--- src/rtl/uart_tx_arb_pkg.sv ---
`default_nettype none
// ============================================================================
// Module      : uart_tx_arb_pkg
// Description : Shared definitions for the UART transmit arbiter. Holds the
//               arbiter state encoding, the legal parameter ranges and a
//               helper for sizing the grant index.
// Revision    : 1.0 - initial release
// ============================================================================
package uart_tx_arb_pkg;

    // Arbiter state encoding
    localparam int              c_state_w      = 1;
    localparam logic [0:0]      UART_ARB_IDLE  = 1'b0;
    localparam logic [0:0]      UART_ARB_GRANT = 1'b1;

    // Legal parameter ranges
    localparam int              c_num_req_min   = 1;
    localparam int              c_num_req_max   = 16;
    localparam int              c_max_burst_min = 1;
    localparam int              c_max_burst_max = 255;

    // Width of an index into n items, never narrower than one bit
    function automatic int idx_width(input int n);
        return (n > 1) ? $clog2(n) : 1;
    endfunction

endpackage
`default_nettype wire

--- src/rtl/uart_rr_pick.sv ---
`default_nettype none
// ============================================================================
// Module      : uart_rr_pick
// Description : Combinational round-robin pick. Searches req[] starting at
//               ptr, upward with wrap-around, and returns the first set index.
// Ports       : req   - request vector, one bit per requester
//               ptr   - search start index (must be < NUM_REQ)
//               idx   - selected index (0 when nothing is found)
//               found - high when any request bit is set
// Revision    : 1.0 - initial release
// ============================================================================
module uart_rr_pick
    import uart_tx_arb_pkg::*;
#(
    parameter int NUM_REQ     = 4,
    parameter int LOG_NUM_REQ = idx_width(NUM_REQ)
) (
    input  logic [NUM_REQ-1:0]     req,
    input  logic [LOG_NUM_REQ-1:0] ptr,
    output logic [LOG_NUM_REQ-1:0] idx,
    output logic                   found
);

    // One extra bit so ptr + offset cannot overflow before the wrap compare
    logic [LOG_NUM_REQ:0] w_pos;

    always_comb begin
        idx   = '0;
        found = 1'b0;
        w_pos = '0;
        for (int i = 0; i < NUM_REQ; i++) begin
            w_pos = {1'b0, ptr} + (LOG_NUM_REQ+1)'(i);
            // Explicit wrap: NUM_REQ need not be a power of two
            if (w_pos >= (LOG_NUM_REQ+1)'(NUM_REQ)) begin
                w_pos = w_pos - (LOG_NUM_REQ+1)'(NUM_REQ);
            end
            if (!found && req[w_pos[LOG_NUM_REQ-1:0]]) begin
                found = 1'b1;
                idx   = w_pos[LOG_NUM_REQ-1:0];
            end
        end
    end

endmodule
`default_nettype wire

--- src/rtl/uart_tx_arb.sv ---
`default_nettype none
// ============================================================================
// Module      : uart_tx_arb
// Description : Packet-granular round-robin arbiter in front of the UART TX
//               FIFO push port. A grant is held until the granted requester
//               transfers a byte marked last, or MAX_BURST bytes have been
//               transferred, so packets never interleave on the line.
// Ports       : clk_i, rst_n_i      - clock, synchronous active-low reset
//               en_i                - allow new grants
//               req_valid_i/data/last - per-requester byte stream
//               req_ready_o         - per-requester ready (one-hot or zero)
//               push_o, dat_o       - TX FIFO push strobe and byte
//               full_i              - TX FIFO registered full flag
//               gnt_o               - current / last granted index
//               busy_o              - grant held
// Revision    : 1.0 - initial release
// ============================================================================
module uart_tx_arb
    import uart_tx_arb_pkg::*;
#(
    parameter int NUM_REQ     = 4,
    parameter int MAX_BURST   = 16,
    parameter int LOG_NUM_REQ = idx_width(NUM_REQ)
) (
    input  logic                   clk_i,
    input  logic                   rst_n_i,
    input  logic                   en_i,
    input  logic [NUM_REQ-1:0]     req_valid_i,
    input  logic [NUM_REQ*8-1:0]   req_data_i,
    input  logic [NUM_REQ-1:0]     req_last_i,
    output logic [NUM_REQ-1:0]     req_ready_o,
    output logic                   push_o,
    output logic [7:0]             dat_o,
    input  logic                   full_i,
    output logic [LOG_NUM_REQ-1:0] gnt_o,
    output logic                   busy_o
);

    localparam int c_beat_w = $clog2(MAX_BURST + 1);

    // ------------------------------------------------------------------
    // Elaboration-time parameter range checks
    // ------------------------------------------------------------------
    if (NUM_REQ < c_num_req_min || NUM_REQ > c_num_req_max) begin : g_bad_num_req
        $error("uart_tx_arb: NUM_REQ out of range 1..16");
    end
    if (MAX_BURST < c_max_burst_min || MAX_BURST > c_max_burst_max) begin : g_bad_max_burst
        $error("uart_tx_arb: MAX_BURST out of range 1..255");
    end

    logic [c_state_w-1:0]   r_state;
    logic [c_state_w-1:0]   w_state_nxt;
    logic [LOG_NUM_REQ-1:0] r_ptr;
    logic [LOG_NUM_REQ-1:0] w_ptr_nxt;
    logic [LOG_NUM_REQ-1:0] r_gnt;
    logic [LOG_NUM_REQ-1:0] w_gnt_nxt;
    logic [c_beat_w-1:0]    r_beat;
    logic [c_beat_w-1:0]    w_beat_nxt;
    logic [c_beat_w-1:0]    w_beat_inc;
    logic [LOG_NUM_REQ-1:0] w_pick_idx;
    logic                   w_pick_found;
    logic                   w_xfer;

    uart_rr_pick #(
        .NUM_REQ     (NUM_REQ),
        .LOG_NUM_REQ (LOG_NUM_REQ)
    ) u_pick (
        .req   (req_valid_i),
        .ptr   (r_ptr),
        .idx   (w_pick_idx),
        .found (w_pick_found)
    );

    assign w_xfer     = (r_state == UART_ARB_GRANT) & req_valid_i[r_gnt] & ~full_i;
    assign w_beat_inc = r_beat + c_beat_w'(1);

    // ------------------------------------------------------------------
    // State register
    // ------------------------------------------------------------------
    always_ff @(posedge clk_i) begin
        if (!rst_n_i) begin
            r_state <= UART_ARB_IDLE;
            r_ptr   <= '0;
            r_gnt   <= '0;
            r_beat  <= '0;
        end else begin
            r_state <= w_state_nxt;
            r_ptr   <= w_ptr_nxt;
            r_gnt   <= w_gnt_nxt;
            r_beat  <= w_beat_nxt;
        end
    end

    // ------------------------------------------------------------------
    // Next-state logic
    // ------------------------------------------------------------------
    always_comb begin
        w_state_nxt = r_state;
        w_ptr_nxt   = r_ptr;
        w_gnt_nxt   = r_gnt;
        w_beat_nxt  = r_beat;
        case (r_state)
            UART_ARB_IDLE: begin
                if (en_i && w_pick_found) begin
                    w_gnt_nxt   = w_pick_idx;
                    w_beat_nxt  = '0;
                    w_state_nxt = UART_ARB_GRANT;
                end
            end
            UART_ARB_GRANT: begin
                // Nothing moves while the FIFO is full or the requester stalls
                if (w_xfer) begin
                    w_beat_nxt = w_beat_inc;
                    // last and burst cap together still release only once
                    if (req_last_i[r_gnt] || (w_beat_inc == c_beat_w'(MAX_BURST))) begin
                        w_state_nxt = UART_ARB_IDLE;
                        if (r_gnt == LOG_NUM_REQ'(NUM_REQ - 1)) begin
                            w_ptr_nxt = '0;
                        end else begin
                            w_ptr_nxt = r_gnt + LOG_NUM_REQ'(1);
                        end
                    end
                end
            end
            default: begin
                w_state_nxt = UART_ARB_IDLE;
            end
        endcase
    end

    // ------------------------------------------------------------------
    // Output logic: combinational through to the FIFO, no register stage
    // ------------------------------------------------------------------
    always_comb begin
        req_ready_o = '0;
        push_o      = 1'b0;
        dat_o       = 8'h00;
        if (r_state == UART_ARB_GRANT) begin
            req_ready_o[r_gnt] = ~full_i;
            push_o             = w_xfer;
            dat_o              = req_data_i[{r_gnt, 3'b000} +: 8];
        end
    end

    assign busy_o = (r_state == UART_ARB_GRANT);
    assign gnt_o  = r_gnt;

endmodule
`default_nettype wire

--- config.mk ---
export PLATFORM = sky130hd
export DESIGN_NAME = uart_tx_arb
export DESIGN_NICKNAME = d
export VERILOG_FILES = /design/src/rtl/uart_tx_arb_pkg.sv /design/src/rtl/uart_rr_pick.sv /design/src/rtl/uart_tx_arb.sv
export SDC_FILE = /design/constraint.sdc
export NUM_CORES = 1
export LEC_CHECK = 0
export ABC_AREA = 1
export CORE_MARGIN = 2
export CORE_UTILIZATION = 36
export CTS_CLUSTER_DIAMETER = 30
export DETAILED_ROUTE_END_ITERATION = 10
export HOLD_SLACK_MARGIN = 0.1
export MAX_ROUTING_LAYER = met4
export PLACE_DENSITY = 0.84
export SETUP_SLACK_MARGIN = 0.3
export SYNTH_ARGS = -nofsm -noshare
export SYNTH_HDL_FRONTEND = slang
export SYNTH_SLANG_ARGS = --single-unit
export TNS_END_PERCENT = 30
--- constraint.sdc ---
create_clock -name clk_i -period 1.65 [get_ports clk_i]
set_clock_uncertainty 0.15 [all_clocks]
set_input_delay 0.2475 -clock clk_i [delete_from_list [all_inputs] [get_ports clk_i]]
set_output_delay 0.2475 -clock clk_i [all_outputs]
set_load 0.02 [all_outputs]
### After elaboration in Yosys (flattened, before gate mapping)

Cells that the tools add are included.

| storage, ports and cells | value |
|---|---|
| bits in writable memories | 0 |
| latch bits | 0 |
| word-level logic and storage cells | 82 |
| bits in registers | 10 |
| ROM bits | 0 |
| input bits | 44 |
| memories | 0 |
| output and inout bits | 16 |

| operators by class | value |
|---|---|
| equality and inequality tests | 4 |
| shift-type cells | 1 |
| add/subtract/negate cells | 9 |
| bitwise gates (word level) | 5 |
| order comparisons | 10 |
| reductions and logical operators | 12 |
| muxes and demuxes | 37 |
| div/mod/pow operators | 0 |
| multipliers | 0 |

Operators with widths:

| cell | number |
|---|---|
| $shiftx A32 B6 Y8 | 1 |
| $mux W2 | 9 |
| $lt A2 B3 Y1 const B | 5 |
| $mux W1 | 15 |
| $bmux W1 S2 | 6 |
| $mux W5 | 2 |
| $pmux W5 S2 | 1 |
| $ge A3 B3 Y1 const B | 3 |
| $mux W8 | 1 |
| $sub A2 B1 Y2 const B | 4 |
| $add A2 B2 Y3 const B | 2 |
| $add A5 B1 Y5 const B | 1 |
| $eq A5 B5 Y1 const B | 1 |
| $logic_and A1 B1 Y1 | 5 |
| $and A4 B4 Y4 | 1 |
| $mux W4 | 1 |
| $reduce_and A2 Y1 | 2 |
| $add A2 B1 Y3 const B | 1 |
| $ge A2 B3 Y1 const B | 1 |
| $logic_not A1 Y1 | 3 |
| $reduce_and A3 Y1 | 1 |
| $add A2 B1 Y2 const B | 1 |
| $and A1 B1 Y1 | 2 |
| $demux W1 S2 | 1 |
| other kinds (7) | 8 |

### Depth between registers and ports, before layout

Gate-level depths: netlist (run 1).

| depth | value |
|---|---|
| word-level depth | 17 |
| gate-level depth with buffers | 12 |
| depth with buffers taken out | 12 |

### By module

From an unflattened synthesis (run 1), not the netlist that was laid out.

| second synthesis, totals | value |
|---|---|
| cell total of the unflattened synthesis | 214 |
| area, all modules | 1239.9 um2 |

By module, submodules not included:

| module | sequential area each (um2) | instances | area each (um2) | cells each |
|---|---|---|---|---|
| uart_tx_arb | 200.2 | 1 | 920.9 | 155 |
| uart_rr_pick | 0.0 | 1 | 319.1 | 59 |

### Worst setup path after synthesis (run 1)

No wires, ideal clock.

| path | value |
|---|---|
| path type | register -> output |
| start point | reg r_gnt[0], in the netlist gnt_o[0] |
| end point | out dat_o[2] |
| stages on the path, launching flop included | 7 |
| buffers on the path | 2 |
| data required time | 1.252 ns |
| path slack | -0.294 ns |
| arrival | 1.546 ns |
| path through | dfxtp_1 buf_2 buf_2 nor2_1 nor2_1 o21ai_0 a21oi_1 |

| between the ends | value |
|---|---|
| word-level cells in the longest chain between the ends | 2 |

RTL lines:

| what | RTL line | RTL |
|---|---|---|
| start, declared | uart_tx_arb.sv:55 | `logic [LOG_NUM_REQ-1:0] r_gnt;` |
| start signal, assigned | uart_tx_arb.sv:89 | `r_gnt <= w_gnt_nxt;` |
| $shiftx A32 B6 Y8 | uart_tx_arb.sv:141 | `dat_o = req_data_i[{r_gnt, 3'b000} +: 8];` |
| $mux W8 | uart_tx_arb.sv:138 | `if (r_state == UART_ARB_GRANT) begin` |
| end, declared | uart_tx_arb.sv:33 | `output logic [7:0] dat_o,` |

No other way between the ends.

### Worst setup path after layout (run 1)

| path | value |
|---|---|
| start point | reg r_gnt[0], in the netlist gnt_o[0] |
| end point | out req_ready_o[0] |

| between the ends | value |
|---|---|
| word-level cells in the longest chain between the ends | 6 |
| elaborated cells on any way between the ends | 7 |
| classes of those cells | 2 x order compare; 3 x mux; 1 x bitwise; 1 x reduce/logical |

RTL lines:

| what | RTL line | RTL |
|---|---|---|
| $lt A2 B3 Y1 (not written as such) or $ge A2 B1 Y1 (tied branches) | uart_tx_arb.sv:139 | `req_ready_o[r_gnt] = ~full_i;` |
| $logic_and A1 B1 Y1 (not written as such) | uart_tx_arb.sv:139 |  |
| $mux W1 (not written as such) | uart_tx_arb.sv:139 |  |
| $demux W1 S2 (*) | uart_tx_arb.sv:139 |  |
| $and A4 B4 Y4 (no source line) (*) | - |  |
| $mux W4 (*) | uart_tx_arb.sv:138 |  |
| end, declared | uart_tx_arb.sv:31 | `output logic [NUM_REQ-1:0] req_ready_o,` |

Mark *: on every way between the ends. The rest lies on a longest branch, timed or not.

==> results of run 1 <==
cell usage after synthesis, types with 2 or more instances:
| cell | number |
|---|---|
| ha_1 | 5 |
| nand3_2 | 4 |
| nor2_1 | 50 |
| a21oi_1 | 20 |
| buf_6 | 2 |
| nand2_1 | 41 |
| buf_2 | 2 |
| inv_1 | 18 |
| o21ai_0 | 24 |
| o21ai_1 | 4 |
| nand2_2 | 5 |
| nand3_1 | 6 |
| dfxtp_1 | 10 |
| clkbuf_1 | 3 |
| inv_2 | 5 |
worst reg2reg max path, stage by stage, from the launching register on:
cell and delay, ns:
dfxtp_4 0.42, inv_4 0.08, buf_12 0.14, buf_4 0.12, nor2_2 0.09, nor2_1 0.05, a21oi_2 0.15, nand2_1 0.10
nand2_2 0.10, inv_2 0.05, nor2_1 0.09, nor2_1 0.04
through the flow:
step | instances | setup slack (ns) | total power [W] | cell area [um2]
after floorplan | 207 | 0.0297 | 0.000591 | 1230
after global placement | 330 | -0.598 | 0.000880 | 2070
after detailed placement | 330 | -0.613 | 0.000889 | 2070
after CTS | 335 | -0.0823 | 0.00114 | 2130
after global routing | 341 | -0.185 | 0.00131 | 2360
final | 341 | -0.115 | 0.00124 | 2360
per-layer routing:
metal / global-route usage, % / vias up / routed length (um)
met5: - / - / 0
met4: 7.14 / 0 / 122
met3: 1.89 / 17 / 115
met2: 42.1 / 43 / 2340
met1: 24.4 / 769 / 1890
li1: - / 843 / -
worst max path at each step:
stage / from / end / slack [ns]
after floorplan: gnt_o[0] / r_beat[3] / 0.03
after global placement: req_valid_i[2] / push_o / -0.60
after detailed placement: req_valid_i[2] / push_o / -0.61
after CTS: gnt_o[1] / dat_o[2] / -0.08
after global routing: gnt_o[0] / dat_o[4] / -0.18
final: gnt_o[0] / req_ready_o[0] / -0.12
sequential cells by signal, summed over array words and instances, names as in the netlist:
signal / count
busy_o: 1
r_beat: 5
r_ptr: 2
gnt_o: 2
layout by cell type, fill, tap and decap left out, types with 15 or more instances in the layout:
master           instances
buf_6                   15
a21oi_2                 15
nand2_1                 26
nor2_1                  44
o21ai_1                 17
inv_1                   15
buf_4                   27
clkdlybuf4s50_1         39
nand2_2                 16
where the power goes:
part | internal, W | switching, W
registers | 0.000253 | 0.0000227
logic | 0.000365 | 0.000367
clock network | 0.000134 | 0.0000969
logic make-up after synthesis:
kind of cell    Yosys count  synth area share [%]
compound gates           50                  22.6
xor+xnor                  1                 0.747
fa+ha+maj                 5                  5.34
buf+inv                  30                  11.1
flops                    10                  17.1
simple gates            111                  43.1
area by class of cell:
type | count | share of cell area [%]
multi-input cells | 168 | 43.8
repair buffers | 92 | 38.9
flip-flops and latches | 10 | 9.31
inverters | 23 | 4.18
well taps | 44 | 2.33
clock buffers | 4 | 1.53
repair_timing:
item                                   4_1_cts  5_1_grt
buffers inserted                             1        4
gates resized for setup                    115       53
pin swaps                                   15       22
setup endpoints to repair                   26       25
endpoints found under the hold margin        0        0
gates cloned                                 0        2
==> flow_summary.json, run 1 <==
{
  "holdPathEnd": "r_beat[0]",
  "fin_setup_tns_ns": -1.03,
  "yosysSeqAreaShare_pct": 17.1,
  "rsz0062_at_grt": "yes",
  "cts_tree": "yes",
  "critPathArrivalTime_ns": 1.37,
  "yosys_warnings": 0,
  "area_delta_synth_final_pct": 102,
  "synthFlopType": "dfxtp_1",
  "holdPathStages": 1,
  "violations": "setup timing",
  "min_from": "r_beat[0]",
  "power.density_nw_per_um2": 524,
  "numCtsBuffers": 3,
  "critPathLaunchType": "flip-flop",
  "synth-edff-count": 0,
  "rr_startpoint": "gnt_o[0]",
  "ios": 60,
  "synth_cells": 207,
  "hp-class": "reg2reg",
  "grt_pass1_vias": 1483,
  "reg2reg_depth": 11,
  "multi_input_area_um2": 1030,
  "crit_type": "reg2out",
  "p_leak_nw": 1.04,
  "num_rows": 20,
  "clkLatencyLatePin_ns": 0.28,
  "wire_per_inst_um": 13.1,
  "cp_max_fo": 8,
  "gr-usage-all-layers_pct": 22.3,
  "final_antenna_net_count": 0,
  "cts.clk_slew.worst_paths_ns": 0.07,
  "cp_cell_sequence": "inv_4, buf_6, ha_1, inv_1, nor2_2, buf_6",
  "core_um2": 3080,
  "drive_gt1_share_pct": 42.4,
  "finalHoldViolations": 0,
  "ir_worst_vdd_mv": 0.618,
  "status": "complete, but fails checks",
  "gp_congestion": 0.869,
  "endpoint_kind": "primary output",
  "synth_seq_cells": 10,
  "fmax_ghz": 0.566,
  "worstMarginPinSlew_ns": 0.522,
  "report.final.setup_viol": 15,
  "die_h_um": 61.1,
  "num-fill-cells": 218,
  "start_util_pct": 38.1,
  "dpl.hpwl_um": 2950,
  "synth_top_area_cell": "dfxtp_1",
  "die_x_um": 61.1,
  "slew_headroom_pct": 65.1,
  "overflow": 0,
  "slew_viol_final": 0,
  "antenna_cells": 0,
  "hold_slack_ns": 0.299,
  "reg2reg_to": "r_ptr[0]",
  "fin_util_pct": 76.8,
  "path_buf_inv": 4,
  "drt_first_iter_violations": 75,
  "worst-path-stages": 6,
  "async_reset_ff_share_pct": 0,
  "drc": 0,
  "post-route-min-period_ns": 1.77,
  "grt_max_degree": 14,
  "clockBufferDepth": 2,
  "synth_area_um2": 1170,
  "h-tree-depth": 1,
  "fin_ws_ns": -0.115,
  "numPortBuffers": 59,
  "drv_cap": 0,
  "antenna_found_initial": 0,
  "r2r_slack_ns": -0.03,
  "postCtsHoldBufs": 0,
  "ys_top_cells_by_area": "dfxtp_1 (17%), nor2_1 (16%), nand2_1 (13%)",
  "cts_root_buf": "clkbuf_4",
  "regArea_um2": 220,
  "syn_nets": 256,
  "yosysTopAreaCellShare_pct": 17.1,
  "critical_path_required_ns": 1.25,
  "fin_nets": 347,
  "wirelength_um": 4470,
  "dieArea_um2": 3730,
  "timing.final.crit_share_pct": 107,
  "yosysUniqueCellTypes": 23,
  "clock_sinks": 10,
  "critPathTopFamily": "buffers and inverters",
  "path_common_cell": "buf_6",
  "avgSynthCellArea_um2": 5.66,
  "drtPass1Iterations": 4,
  "grt_pass1_wl_um": 6150,
  "routed_via_density": 4.90,
  "max_stage_delay_ns": 0.39,
  "via_count": 1672,
  "critPathSlowestCell": "dfxtp_4"
}
(Power assumes the default switching activity.)
==> run 2: changes to the inputs <==
--- a/config.mk
+++ b/config.mk
@@ -5,14 +5,13 @@
 export SDC_FILE = /design/constraint.sdc
 export NUM_CORES = 1
 export LEC_CHECK = 0
-export ABC_AREA = 1
 export CORE_MARGIN = 2
-export CORE_UTILIZATION = 36
+export CORE_UTILIZATION = 32
 export CTS_CLUSTER_DIAMETER = 30
 export DETAILED_ROUTE_END_ITERATION = 10
 export HOLD_SLACK_MARGIN = 0.1
 export MAX_ROUTING_LAYER = met4
-export PLACE_DENSITY = 0.84
+export PLACE_DENSITY = 0.83
 export SETUP_SLACK_MARGIN = 0.3
 export SYNTH_ARGS = -nofsm -noshare
 export SYNTH_HDL_FRONTEND = slang
==> run 2 against run 1 <==
Against the previous run: the flow still finishes with violations (setup timing); worst hold slack improved by 0.070 ns; sequential power fell by 8.0%; critical path depth fell by 2; clock power barely moved; critical path type unchanged.
==> flow_summary.json, run 2 <==
{
  "grt_pass1_wl_um": 5130,
  "critPathLaunchType": "flip-flop",
  "routed_via_density": 5.46,
  "wire_per_inst_um": 14.8,
  "drive_gt1_share_pct": 38.6,
  "r2r_slack_ns": -0.35,
  "drt_first_iter_violations": 47,
  "critPathTopFamily": "multiplexers",
  "reg2reg_to": "r_ptr[0]",
  "ir_worst_vdd_mv": 0.289,
  "ys_top_cells_by_area": "dfxtp_1 (22%), mux4_2 (20%), and2_1 (10%)",
  "holdPathEnd": "r_beat[2]",
  "h-tree-depth": 1,
  "ios": 60,
  "fin_area_um2": 1770,
  "holdPathStages": 2,
  "worstMarginPinSlew_ns": 0.275,
  "synth_seq_cells": 10,
  "yosysSeqAreaShare_pct": 22.0,
  "mostFrequentLayoutCells": "clkdlybuf4s50_1 (42), buf_4 (24), a21oi_1 (11)",
  "cp_cell_sequence": "buf_4, mux4_2, and2_1, buf_2",
  "placedInstanceArea_um2": 1650,
  "status": "complete, but fails checks",
  "synth_commonest_cells": "and2_1 (15), a21oi_1 (13), dfxtp_1 (10)",
  "core_um2": 2730,
  "antenna_cells": 0,
  "max_stage_delay_ns": 0.49,
  "final_common_cell": "clkdlybuf4s50_1",
  "avgSynthCellArea_um2": 9.19,
  "num-fill-cells": 218,
  "drv_cap": 0,
  "reg2reg_depth": 8,
  "synth-edff-count": 0,
  "hold_slack_ns": 0.369,
  "p_leak_nw": 0.766,
  "numCtsBuffers": 3,
  "grt_max_degree": 12,
  "synth_cells": 99,
  "clockBufferDepth": 2,
  "rr_startpoint": "gnt_o[0]",
  "syn_nets": 148,
  "report.final.setup_viol": 23,
  "synthFlopType": "dfxtp_1",
  "grt_pass1_vias": 1129,
  "startpoint": "gnt_o[0]",
  "slew_viol_final": 0,
  "die_x_um": 57.3,
  "crit_type": "reg2out",
  "yosysTopAreaCellShare_pct": 22.0,
  "num_rows": 19,
  "critPathSlowestCell": "mux4_2",
  "drtPass1Iterations": 4,
  "largest_reg_flops": 5,
  "fin_util_pct": 64.8,
  "cts.clk_slew.worst_paths_ns": 0.08,
  "endpoint_kind": "primary output",
  "wirelength_um": 3190,
  "cp_max_fo": 5,
  "overflow": 0,
  "dpl.hpwl_um": 2450,
  "critPathArrivalTime_ns": 1.60,
  "async_reset_ff_share_pct": 0,
  "start_util_pct": 33.3,
  "rsz0062_at_grt": "yes",
  "clock_sinks": 10,
  "finalHoldViolations": 0,
  "fin_nets": 234,
  "cts_tree": "yes",
  "critical_path_required_ns": 1.25,
  "numPortBuffers": 59,
  "fmax_ghz": 0.499,
  "yosysUniqueCellTypes": 28,
  "dieArea_um2": 3290,
  "power.density_nw_per_um2": 472,
  "slew_headroom_pct": 81.6,
  "post-route-min-period_ns": 2.00,
  "drc": 0,
  "postCtsHoldBufs": 0,
  "cts_root_buf": "clkbuf_4",
  "timing.final.crit_share_pct": 121,
  "gp_congestion": 0.782,
  "clkLatencyLatePin_ns": 0.28,
  "violations": "setup timing",
  "antenna_found_initial": 0,
  "area_delta_synth_final_pct": 94.6,
  "die_h_um": 57.3,
  "fin_ws_ns": -0.352,
  "hp-class": "reg2reg",
  "final_antenna_net_count": 0,
  "path_buf_inv": 2,
  "gr-usage-all-layers_pct": 20.7,
  "min_from": "r_beat[2]",
  "synth_area_um2": 910,
  "synth_top_area_cell": "dfxtp_1",
  "synth.most_common_cell": "and2_1",
  "yosys_warnings": 0,
  "via_count": 1173,
  "largest-register": "r_beat"
}
run 2: worst max-delay path by stage:
stage / endpoint / slack [ns] / cells past startpoint
CTS: dat_o[4] / -0.34 / 4
floorplan: r_beat[4] / -0.07 / 6
global route: r_ptr[0] / -0.41 / 8
global placement: push_o / -0.61 / 5
detailed placement: push_o / -0.63 / 5
finish: dat_o[5] / -0.35 / 4
run 2: tightest hold or removal path, stage by stage (launching register included):
cell     delay (ns)
dfxtp_1        0.34
o21ai_1        0.08
a21oi_1        0.06
run 2: per-layer routing:
metal  routed length [um]  GRT usage, %
met5                    0             -
met4                   76          10.3
met3                  293          3.17
met2                 1550          35.8
met1                 1270          23.0
run 2: cell families after synthesis:
kind of cell / after synthesis / synth area share (%)
AO/OA/AOI/OAI: 27 / 17.1
adder cells (fa/ha/maj): 5 / 6.88
buffers and inverters: 11 / 5.50
flip-flops: 10 / 22.0
multiplexers: 10 / 25.6
AND/OR/NAND/NOR: 36 / 23.0
run 2: where the power goes:
part | switching, W | internal (W) | total, W
registers | 0.00000590 | 0.000247 | 0.000253
logic | 0.000129 | 0.000221 | 0.000351
clock network | 0.0000980 | 0.000134 | 0.000232
run 2: repair_timing:
action                                  4_1_cts  5_1_grt
gates resized for setup                      81       20
cloned                                        0        0
pin swaps                                     6        2
endpoints found under the setup margin       26       26
setup buffers                                 6        2
run 2: area by class of cell:
type                            count  area (um2)  area share (%)
Sequential cell                    10         204            11.5
Multi-Input combinational cell     78         694            39.2
Clock buffer                        4        36.3            2.05
Tap cell                           31        38.8            2.19
Timing Repair Buffer               85         771            43.5
Inverter                            7        26.3            1.48
run 2: through the flow:
step,cells,total power (W),setup WS [ns],TNS (ns)
finish,215,0.000836,-0.352,-5.79
global route,215,0.000871,-0.411,-6.97
CTS,213,0.000813,-0.338,-5.50
detailed placement,203,0.000579,-0.625,-11.04
global placement,203,0.000569,-0.606,-10.46
floorplan,99,0.000388,-0.0671,-0.413
